--- config.mk ---
export PLATFORM = sky130hd
export DESIGN_NAME = syn_pcm_rd_sched
export DESIGN_NICKNAME = d
export VERILOG_FILES = /design/src/rtl/syn_fgyrus_pkg.sv /design/src/rtl/syn_pcm_pair_fifo.sv /design/src/rtl/syn_pcm_rd_sched.sv
export SDC_FILE = /design/constraint.sdc
export NUM_CORES = 1
export LEC_CHECK = 0
export ABC_AREA = 1
export BUFFER_PORTS_ARGS = -buffer_cell sky130_fd_sc_hd__buf_2
export CELL_PAD_IN_SITES_DETAIL_PLACEMENT = 0
export CELL_PAD_IN_SITES_GLOBAL_PLACEMENT = 1
export CORE_ASPECT_RATIO = 1.4
export CORE_MARGIN = 10
export CORE_UTILIZATION = 51
export CTS_BUF_LIST = sky130_fd_sc_hd__clkbuf_16
export CTS_CLUSTER_SIZE = 24
export DETAILED_ROUTE_END_ITERATION = 7
export PLACE_DENSITY_LB_ADDON = 0.1
export SYNTH_ARGS = -nofsm -noshare
export SYNTH_HDL_FRONTEND = slang
export SYNTH_HIERARCHICAL = 1
export SYNTH_SLANG_ARGS = --single-unit
--- constraint.sdc ---
create_clock -name clk_ir -period 4.45 [get_ports clk_ir]
set_input_delay 0.6675 -clock clk_ir [delete_from_list [all_inputs] [get_ports clk_ir]]
set_output_delay 0.6675 -clock clk_ir [all_outputs]
set_load 0.1 [all_outputs]
--- src/rtl/syn_fgyrus_pkg.sv ---
// Shared types for the fgyrus PCM front end: sample-pair record, read
// scheduler states and PCM buffer geometry.
package syn_fgyrus_pkg;

  localparam int unsigned PCM_DATA_W = 32;
  localparam int unsigned PCM_ADDR_W = 7;

  function automatic int unsigned half_size(input int unsigned addr_w);
    return 32'd1 << (addr_w - 1);
  endfunction

  localparam int unsigned HALF_SIZE = half_size(PCM_ADDR_W);

  typedef struct packed {
    logic [PCM_DATA_W-1:0] lchnnl;
    logic [PCM_DATA_W-1:0] rchnnl;
    logic                  sof;
    logic                  eof;
  } pcm_pair_t;

  typedef enum logic [1:0] {
    IDLE  = 2'd0,
    RD    = 2'd1,
    DRAIN = 2'd2
  } pcm_rd_sched_st_t;

endpackage

--- src/rtl/syn_pcm_pair_fifo.sv ---
// Synchronous first-word-fall-through FIFO of L/R sample pairs with an
// occupancy count for the scheduler's credit logic.
module syn_pcm_pair_fifo
  import syn_fgyrus_pkg::*;
#(
  parameter int unsigned DEPTH = 4
) (
  input  logic                         clk,
  input  logic                         rst_l,
  input  logic                         push,
  input  pcm_pair_t                    wr_data,
  input  logic                         pop,
  output pcm_pair_t                    rd_data,
  output logic                         empty,
  output logic                         full,
  output logic [$clog2(DEPTH+1)-1:0]   count
);

  localparam int unsigned PW = $clog2(DEPTH);
  localparam int unsigned CW = $clog2(DEPTH + 1);

  pcm_pair_t     mem [DEPTH];
  logic [PW-1:0] wr_ptr;
  logic [PW-1:0] rd_ptr;
  logic          do_pop;

  assign empty   = (count == '0);
  assign full    = (count == CW'(DEPTH));
  assign do_pop  = pop & ~empty;
  assign rd_data = mem[rd_ptr];

  always_ff @(posedge clk) begin
    if (push) mem[wr_ptr] <= wr_data;
  end

  always_ff @(posedge clk) begin
    if (!rst_l) begin
      wr_ptr <= '0;
      rd_ptr <= '0;
      count  <= '0;
    end else begin
      if (push)   wr_ptr <= wr_ptr + PW'(1);
      if (do_pop) rd_ptr <= rd_ptr + PW'(1);
      case ({push, do_pop})
        2'b10:   count <= count + CW'(1);
        2'b01:   count <= count - CW'(1);
        default: count <= count;
      endcase
    end
  end

  // Upstream credit gating must make an overflowing push impossible.
  always_ff @(posedge clk) begin
    if (rst_l) assert (!(push && full && !do_pop));
  end

endmodule

--- src/rtl/syn_pcm_rd_sched.sv ---
// Reads ready PCM half-buffers from both channel memories in lock-step and
// streams the returned L/R pairs to fgyrus with frame markers.
module syn_pcm_rd_sched
  import syn_fgyrus_pkg::*;
#(
  parameter int unsigned PCM_MEM_DATA_W = 32,
  parameter int unsigned PCM_MEM_ADDR_W = 7,
  parameter int unsigned FIFO_DEPTH     = 4
) (
  input  logic                      clk_ir,
  input  logic                      rst_il,
  input  logic [1:0]                pcm_data_rdy_oh,
  output logic [PCM_MEM_ADDR_W-1:0] pcm_addr,
  output logic                      pcm_rden,
  input  logic [PCM_MEM_DATA_W-1:0] lpcm_rdata,
  input  logic [PCM_MEM_DATA_W-1:0] rpcm_rdata,
  input  logic                      lpcm_rd_valid,
  input  logic                      rpcm_rd_valid,
  output logic                      smpl_valid,
  input  logic                      smpl_ready,
  output logic [PCM_MEM_DATA_W-1:0] smpl_lchnnl,
  output logic [PCM_MEM_DATA_W-1:0] smpl_rchnnl,
  output logic                      smpl_sof,
  output logic                      smpl_eof,
  output logic                      frm_done,
  output logic                      ovrflw_err,
  output logic                      sync_err
);

  localparam int unsigned CNT_W = PCM_MEM_ADDR_W - 1;
  localparam int unsigned CW    = $clog2(FIFO_DEPTH + 1);
  localparam int unsigned OCC_W = CW + 1;
  localparam logic [CNT_W-1:0] CNT_LAST = CNT_W'(half_size(PCM_MEM_ADDR_W) - 1);

  pcm_rd_sched_st_t state;
  logic [1:0]       pend;
  logic [1:0]       pend_nxt;
  logic [1:0]       acc_mask;
  logic [1:0]       in_rd;
  logic             cur_half;
  logic             last_half;
  logic             sel_half;
  logic             accept;
  logic             ovr;
  logic [CNT_W-1:0] rd_cnt;
  logic [CNT_W-1:0] ret_cnt;
  logic [CW-1:0]    outstanding;
  logic [CW-1:0]    fifo_count;
  logic [OCC_W-1:0] occ;
  logic             issue;
  logic             ret_any;
  logic             ret_pair;
  logic             ret_bad;
  logic             fifo_empty;
  logic             fifo_full;
  logic             fifo_pop;
  pcm_pair_t        push_pair;
  pcm_pair_t        head_pair;

  // Both halves pending: alternate away from the last one served.
  assign sel_half = (pend == 2'b11) ? ~last_half : pend[1];
  assign accept   = (state == IDLE) && (pend != 2'b00);
  assign acc_mask = accept ? (sel_half ? 2'b10 : 2'b01) : 2'b00;
  assign in_rd    = (state == RD) ? (cur_half ? 2'b10 : 2'b01) : 2'b00;
  assign ovr      = |(pcm_data_rdy_oh & (pend | in_rd));
  assign pend_nxt = (pend & ~acc_mask) | pcm_data_rdy_oh;

  assign occ   = {1'b0, fifo_count} + {1'b0, outstanding};
  assign issue = (state == RD) && (occ < OCC_W'(FIFO_DEPTH));

  // Returns with nothing outstanding are stale (e.g. across a reset).
  assign ret_any  = (lpcm_rd_valid | rpcm_rd_valid) && (outstanding != '0);
  assign ret_pair = lpcm_rd_valid && rpcm_rd_valid && (outstanding != '0);
  assign ret_bad  = ret_any && !ret_pair;

  assign push_pair.lchnnl = lpcm_rdata;
  assign push_pair.rchnnl = rpcm_rdata;
  assign push_pair.sof    = (ret_cnt == '0);
  assign push_pair.eof    = (ret_cnt == CNT_LAST);

  assign pcm_rden = issue;
  assign pcm_addr = {cur_half, rd_cnt};
  assign frm_done = (state == DRAIN) && (outstanding == '0);

  assign smpl_valid  = ~fifo_empty;
  assign fifo_pop    = smpl_ready & ~fifo_empty;
  assign smpl_lchnnl = fifo_empty ? '0 : head_pair.lchnnl;
  assign smpl_rchnnl = fifo_empty ? '0 : head_pair.rchnnl;
  assign smpl_sof    = ~fifo_empty & head_pair.sof;
  assign smpl_eof    = ~fifo_empty & head_pair.eof;

  always_ff @(posedge clk_ir) begin
    if (!rst_il) begin
      state       <= IDLE;
      pend        <= '0;
      cur_half    <= 1'b0;
      last_half   <= 1'b1;
      rd_cnt      <= '0;
      ret_cnt     <= '0;
      outstanding <= '0;
      ovrflw_err  <= 1'b0;
      sync_err    <= 1'b0;
    end else begin
      pend <= pend_nxt;
      if (ovr)     ovrflw_err <= 1'b1;
      if (ret_bad) sync_err   <= 1'b1;
      if (ret_any) ret_cnt    <= ret_cnt + CNT_W'(1);
      case ({issue, ret_any})
        2'b10:   outstanding <= outstanding + CW'(1);
        2'b01:   outstanding <= outstanding - CW'(1);
        default: outstanding <= outstanding;
      endcase
      case (state)
        IDLE: begin
          if (accept) begin
            state     <= RD;
            cur_half  <= sel_half;
            last_half <= sel_half;
            rd_cnt    <= '0;
            ret_cnt   <= '0;
          end
        end
        RD: begin
          if (issue) begin
            rd_cnt <= rd_cnt + CNT_W'(1);
            if (rd_cnt == CNT_LAST) state <= DRAIN;
          end
        end
        DRAIN: begin
          if (outstanding == '0) state <= IDLE;
        end
        default: state <= IDLE;
      endcase
    end
  end

  syn_pcm_pair_fifo #(
    .DEPTH (FIFO_DEPTH)
  ) u_pair_fifo (
    .clk     (clk_ir),
    .rst_l   (rst_il),
    .push    (ret_pair),
    .wr_data (push_pair),
    .pop     (fifo_pop),
    .rd_data (head_pair),
    .empty   (fifo_empty),
    .full    (fifo_full),
    .count   (fifo_count)
  );

endmodule

# == Yosys cells after proc, flatten, opt, wreduce, memory -nomap -nowiden ==
# Memory sizes are Yosys's and may differ from the RTL's. A register that Yosys moved wholly into a read port is not among the register bits.
# Cells that the tools add are included.
# totals
mem_bits_rw,264
ff_bits,30
in_bits,71
memories,1
output_inout_bits,78
# memory_table
name,depth,word_bits,read_ports,rd_ports_with_merged_regs,write_ports,line,source
u_pair_fifo.mem,4,66,1,1,1,syn_pcm_pair_fifo.sv:22,pcm_pair_t mem [DEPTH];
# op_classes
mux,24
addsub,9
order_cmp,1
bitwise_logic,12
n_reduce_logical,21
eq_ne,13
# op_table
op,count
32-bit 2-to-1 mux,2
6-bit 2-to-1 mux,5
2-bit 2-to-1 mux,10
6-bit by 1-bit adder with 6-bit output (second input constant),2
6-bit == test (second input constant),2
3-bit one-hot mux with 2 select lines,2
6-bit one-hot mux with 2 select lines,1
2-bit == test (second input constant),4
2-bit nonzero test,4
1-bit logical AND,7
3-bit by 1-bit adder with 3-bit output (second input constant),2
2-bit by 1-bit == test with 1-bit output (second input constant),3
3-bit logical NOT,2
6-bit logical NOT,1
2-bit one-hot mux with 3 select lines,1
3-bit by 1-bit subtractor with 3-bit output (second input constant),2
2-bit by 1-bit adder with 2-bit output (second input constant),2
3-bit by 3-bit adder with 4-bit output,1
1-bit AND,4
2-bit AND,2
4-bit by 3-bit < comparator with 1-bit output (second input constant),1
2-bit by 1-bit inequality test with 1-bit output (second input constant),2
2-bit inequality test (second input constant),2
2-bit OR,2
other kinds (11),14

# == Depth between registers and ports, before layout ==
# logic_depth
word_depth,7
mapped_depth,17
depth_no_buf,15

# == Modules after synthesis ==
# Netlist, hierarchy kept.
# modules_own_cells
mod,cells_each,seq_area_each_um2,instances,area_per_inst_um2
syn_pcm_pair_fifo,702,8107.8,1,10847.9
syn_pcm_rd_sched,312,460.4,1,1766.7

# == Worst setup path after synthesis ==
# OpenSTA, ideal clock, no wires.
# synth_timing
path_type,reg2out
from,register state[1]
to,output frm_done
t_arrival_ns,2.529
t_required_ns,3.783
path_buffers,0
setup_slack_ns,1.254
stages_incl_launch_ff,3
path_cell_list,dfxtp_1 > inv_1 > nor3_1
# synth_between
elab_chain_cells,2
# synth_lines
element,line,source
"start, declared",syn_pcm_rd_sched.sv:35,pcm_rd_sched_st_t state;
"start signal, assigned",syn_pcm_rd_sched.sv:94,state <= IDLE;
"start signal, assigned",syn_pcm_rd_sched.sv:116,state <= RD;
"start signal, assigned",syn_pcm_rd_sched.sv:126,if (rd_cnt == CNT_LAST) state <= DRAIN;
2-bit == test,syn_pcm_rd_sched.sv:83,assign frm_done = (state == DRAIN) && (outstanding == '0);
1-bit logical AND,syn_pcm_rd_sched.sv:83,
"end, declared",syn_pcm_rd_sched.sv:25,"output logic frm_done,"
# No other way between the ends.

==> flow_metrics.env <==
export IMPL_portBuffers=148
export IMPL_clkPwrFrac_pct=29.8
export IMPL_intPower_uw=5120
export IMPL_first_global_vias=8086
export IMPL_antenna_found_initial=1
export IMPL_synth_cells=1013
export IMPL_power_net_switching_uw=3260
export IMPL_postSynthAreaPerCell_sq_um=12.4
export IMPL_die_y_microns=206
export IMPL_use_met1_pct=19.5
export IMPL_fmaxAchievable_mhz=266
export IMPL_end_kind="output pin"
export IMPL_cp_required_ps=3780
export IMPL_die_width_microns=153
export IMPL_drtPass1Iterations=4
export IMPL_cp_max_fo=84
export IMPL_fin_ws_ps=685
export IMPL_rsz0062_at_grt="no"
export IMPL_place_area_sq_um=13600
export IMPL_grt_total_usage_pct=16.8
export IMPL_cts_buffers=29
export IMPL_dp_slack_ps=1200
export IMPL_wl_per_cell_microns=18.0
export IMPL_cts_resized=0
export IMPL_worst_slew_pin_slew_ps=913
export IMPL_gp_congestion=0.761
export IMPL_cts_setup_buffers=0
export IMPL_detail_route_vias_per_cell=5.20
export IMPL_finalSetupViolCount=0
export IMPL_max_slew_margin_rel_pct=39.1
export IMPL_skew_ps=22.5
export IMPL_worstSkewPairLatency_ps=550
export IMPL_busiest_layer="met2"
export IMPL_maxSlewViolCount=0
export IMPL_peakVddDrop_v=0.000383
export IMPL_cts_tree="yes"
export IMPL_fill_cells=2055
export IMPL_fin_hold_ws_ps=326
export IMPL_drcViolationCount=0
export IMPL_hold_buffers=0
export IMPL_grt_pass1_wl_microns=43100
export IMPL_drtIter0Drc=359
export IMPL_worst_ep_arrival_time_ps=3100
export IMPL_final_util_pct=59.5
export IMPL_hold_class="in2reg"
export IMPL_areaGrowthSynthToFinish_pct=15.6
export IMPL_leakage_uw=0.00553
export IMPL_worstSetupPathType="reg2out"
export IMPL_multi_input_area_sq_um=3290
export IMPL_pwr_share_comb_pct=30.9
export IMPL_fin_area_sq_um=14600
export IMPL_wirelength_microns=26900
export IMPL_regArea_sq_um=8570
export IMPL_hold_violations=0
export IMPL_clockBufferDepth=3
export IMPL_drive_above_1_share_pct=26.8
export IMPL_htreeDepth=1
export IMPL_synth_area_sq_um=12600
export IMPL_clk_pin_slew_worst_paths_ps=60
export IMPL_detail_route_antenna_nets=0
export IMPL_vias=7764
export IMPL_core_area_sq_um=24500
export IMPL_dieArea_sq_um=31500
export IMPL_p_seq_share_pct=39.3
export IMPL_grt_max_degree=85
export IMPL_switching_share_pct=38.9
export IMPL_nets=1238
export IMPL_yosysWarnings=6
export IMPL_grt_overflow_total=0
export IMPL_io_pins=149
export IMPL_cp_start_kind="register"
export IMPL_initial_core_util_pct=51.5
export IMPL_hpwlAfterDp_microns=16100
export IMPL_period_share_pct=84.6
export IMPL_tns_ps=0
export IMPL_globalRouteMet2Util_pct=31.5
export IMPL_rows=68
export IMPL_cts_root_buf="clkbuf_16"
export IMPL_synth_nets=1097
export IMPL_grt_use_met3_pct=3.19
export IMPL_power_per_cell_area_nw_per_um2=575
export IMPL_cap_viol_max_count=0
export IMPL_outcome="finished, final reports clean"
export IMPL_numClockSinks=296
export IMPL_min_period_ps=3770
-- metrics by stage --
| stage | total power, uW | cells |
|---|---|---|
| finish | 8380 | 1493 |
| global route | 8730 | 1492 |
| CTS | 8470 | 1492 |
| detailed placement | 5970 | 1438 |
| global placement | 5950 | 1438 |
| floorplan | 5490 | 1013 |
-- sequential cells by signal, summed over array words and instances, names as in the netlist, named ones only --
name,count
cur_half,1
last_half,1
outstanding,3
ovrflw_err,1
pend,2
rd_cnt,6
ret_cnt,6
state,2
sync_err,1
u_pair_fifo/count,3
u_pair_fifo/mem,264
u_pair_fifo/rd_ptr,2
u_pair_fifo/wr_ptr,2
-- worst paths after layout --
path                        start                     end  slack, ps  cells past startpoint
max                      register          smpl_lchnnl[6]        680                      6
min reg2reg            ovrflw_err              ovrflw_err        460                      2
max reg2reg  u_pair_fifo/count[0]    u_pair_fifo/count[2]       2080                     15
min                 lpcm_rdata[3]  u_pair_fifo/mem[2][37]        330                      1
-- cells in the final DEF (no fill, tap or decap), types with 2 or more instances in the layout --
| cell | count |
|---|---|
| clkinv_2 | 6 |
| o22ai_2 | 40 |
| bufinv_16 | 5 |
| nor3_1 | 4 |
| inv_2 | 9 |
| nand2_1 | 43 |
| dfxtp_1 | 30 |
| o21ai_2 | 6 |
| buf_4 | 7 |
| clkinv_1 | 5 |
| nor2_2 | 6 |
| clkbuf_16 | 29 |
| nor2_1 | 178 |
| fa_1 | 2 |
| nor2_4 | 41 |
| inv_6 | 3 |
| edfxtp_1 | 264 |
| o21ai_0 | 132 |
| o22ai_1 | 27 |
| inv_1 | 103 |
| buf_2 | 148 |
| buf_12 | 6 |
| xor2_1 | 4 |
| nand3_1 | 16 |
| a21oi_1 | 24 |
| o21ai_1 | 12 |
| ha_1 | 11 |
| clkinvlp_4 | 4 |
-- worst max-delay path: stages, from the launching register on --
cell     delay, ps
dfxtp_4        920
buf_4          560
o21ai_0        200
o22ai_2        190
inv_1           50
nor2_1         150
buf_2          460
-- final cells by class --
type                       instances  area share [%]
antenna                            1          0.0172
clock buffer                      29            4.98
clock inverter                    25            1.79
inverter                         111            2.90
multi-input combinational        555            22.5
sequential                       296            58.8
tap                              315            2.70
timing repair buffer             161            6.27
-- power by group through the flow --
stage	clock [uW]	combinational [uW]	sequential, uW
6_report	2500	2590	3290
5_1_grt	2670	2750	3310
4_1_cts	2560	2620	3290
3_5_place_dp	0	2620	3350
3_3_place_gp	0	2600	3350
2_1_floorplan	0	2100	3380
-- routing by layer --
layer | up-vias | wire, microns
met5 | - | 0
met4 | 0 | 316
met3 | 25 | 1170
met2 | 135 | 14200
met1 | 3788 | 11200
li1 | 3816 | -
Note: power is estimated with default switching activity, not from simulation.
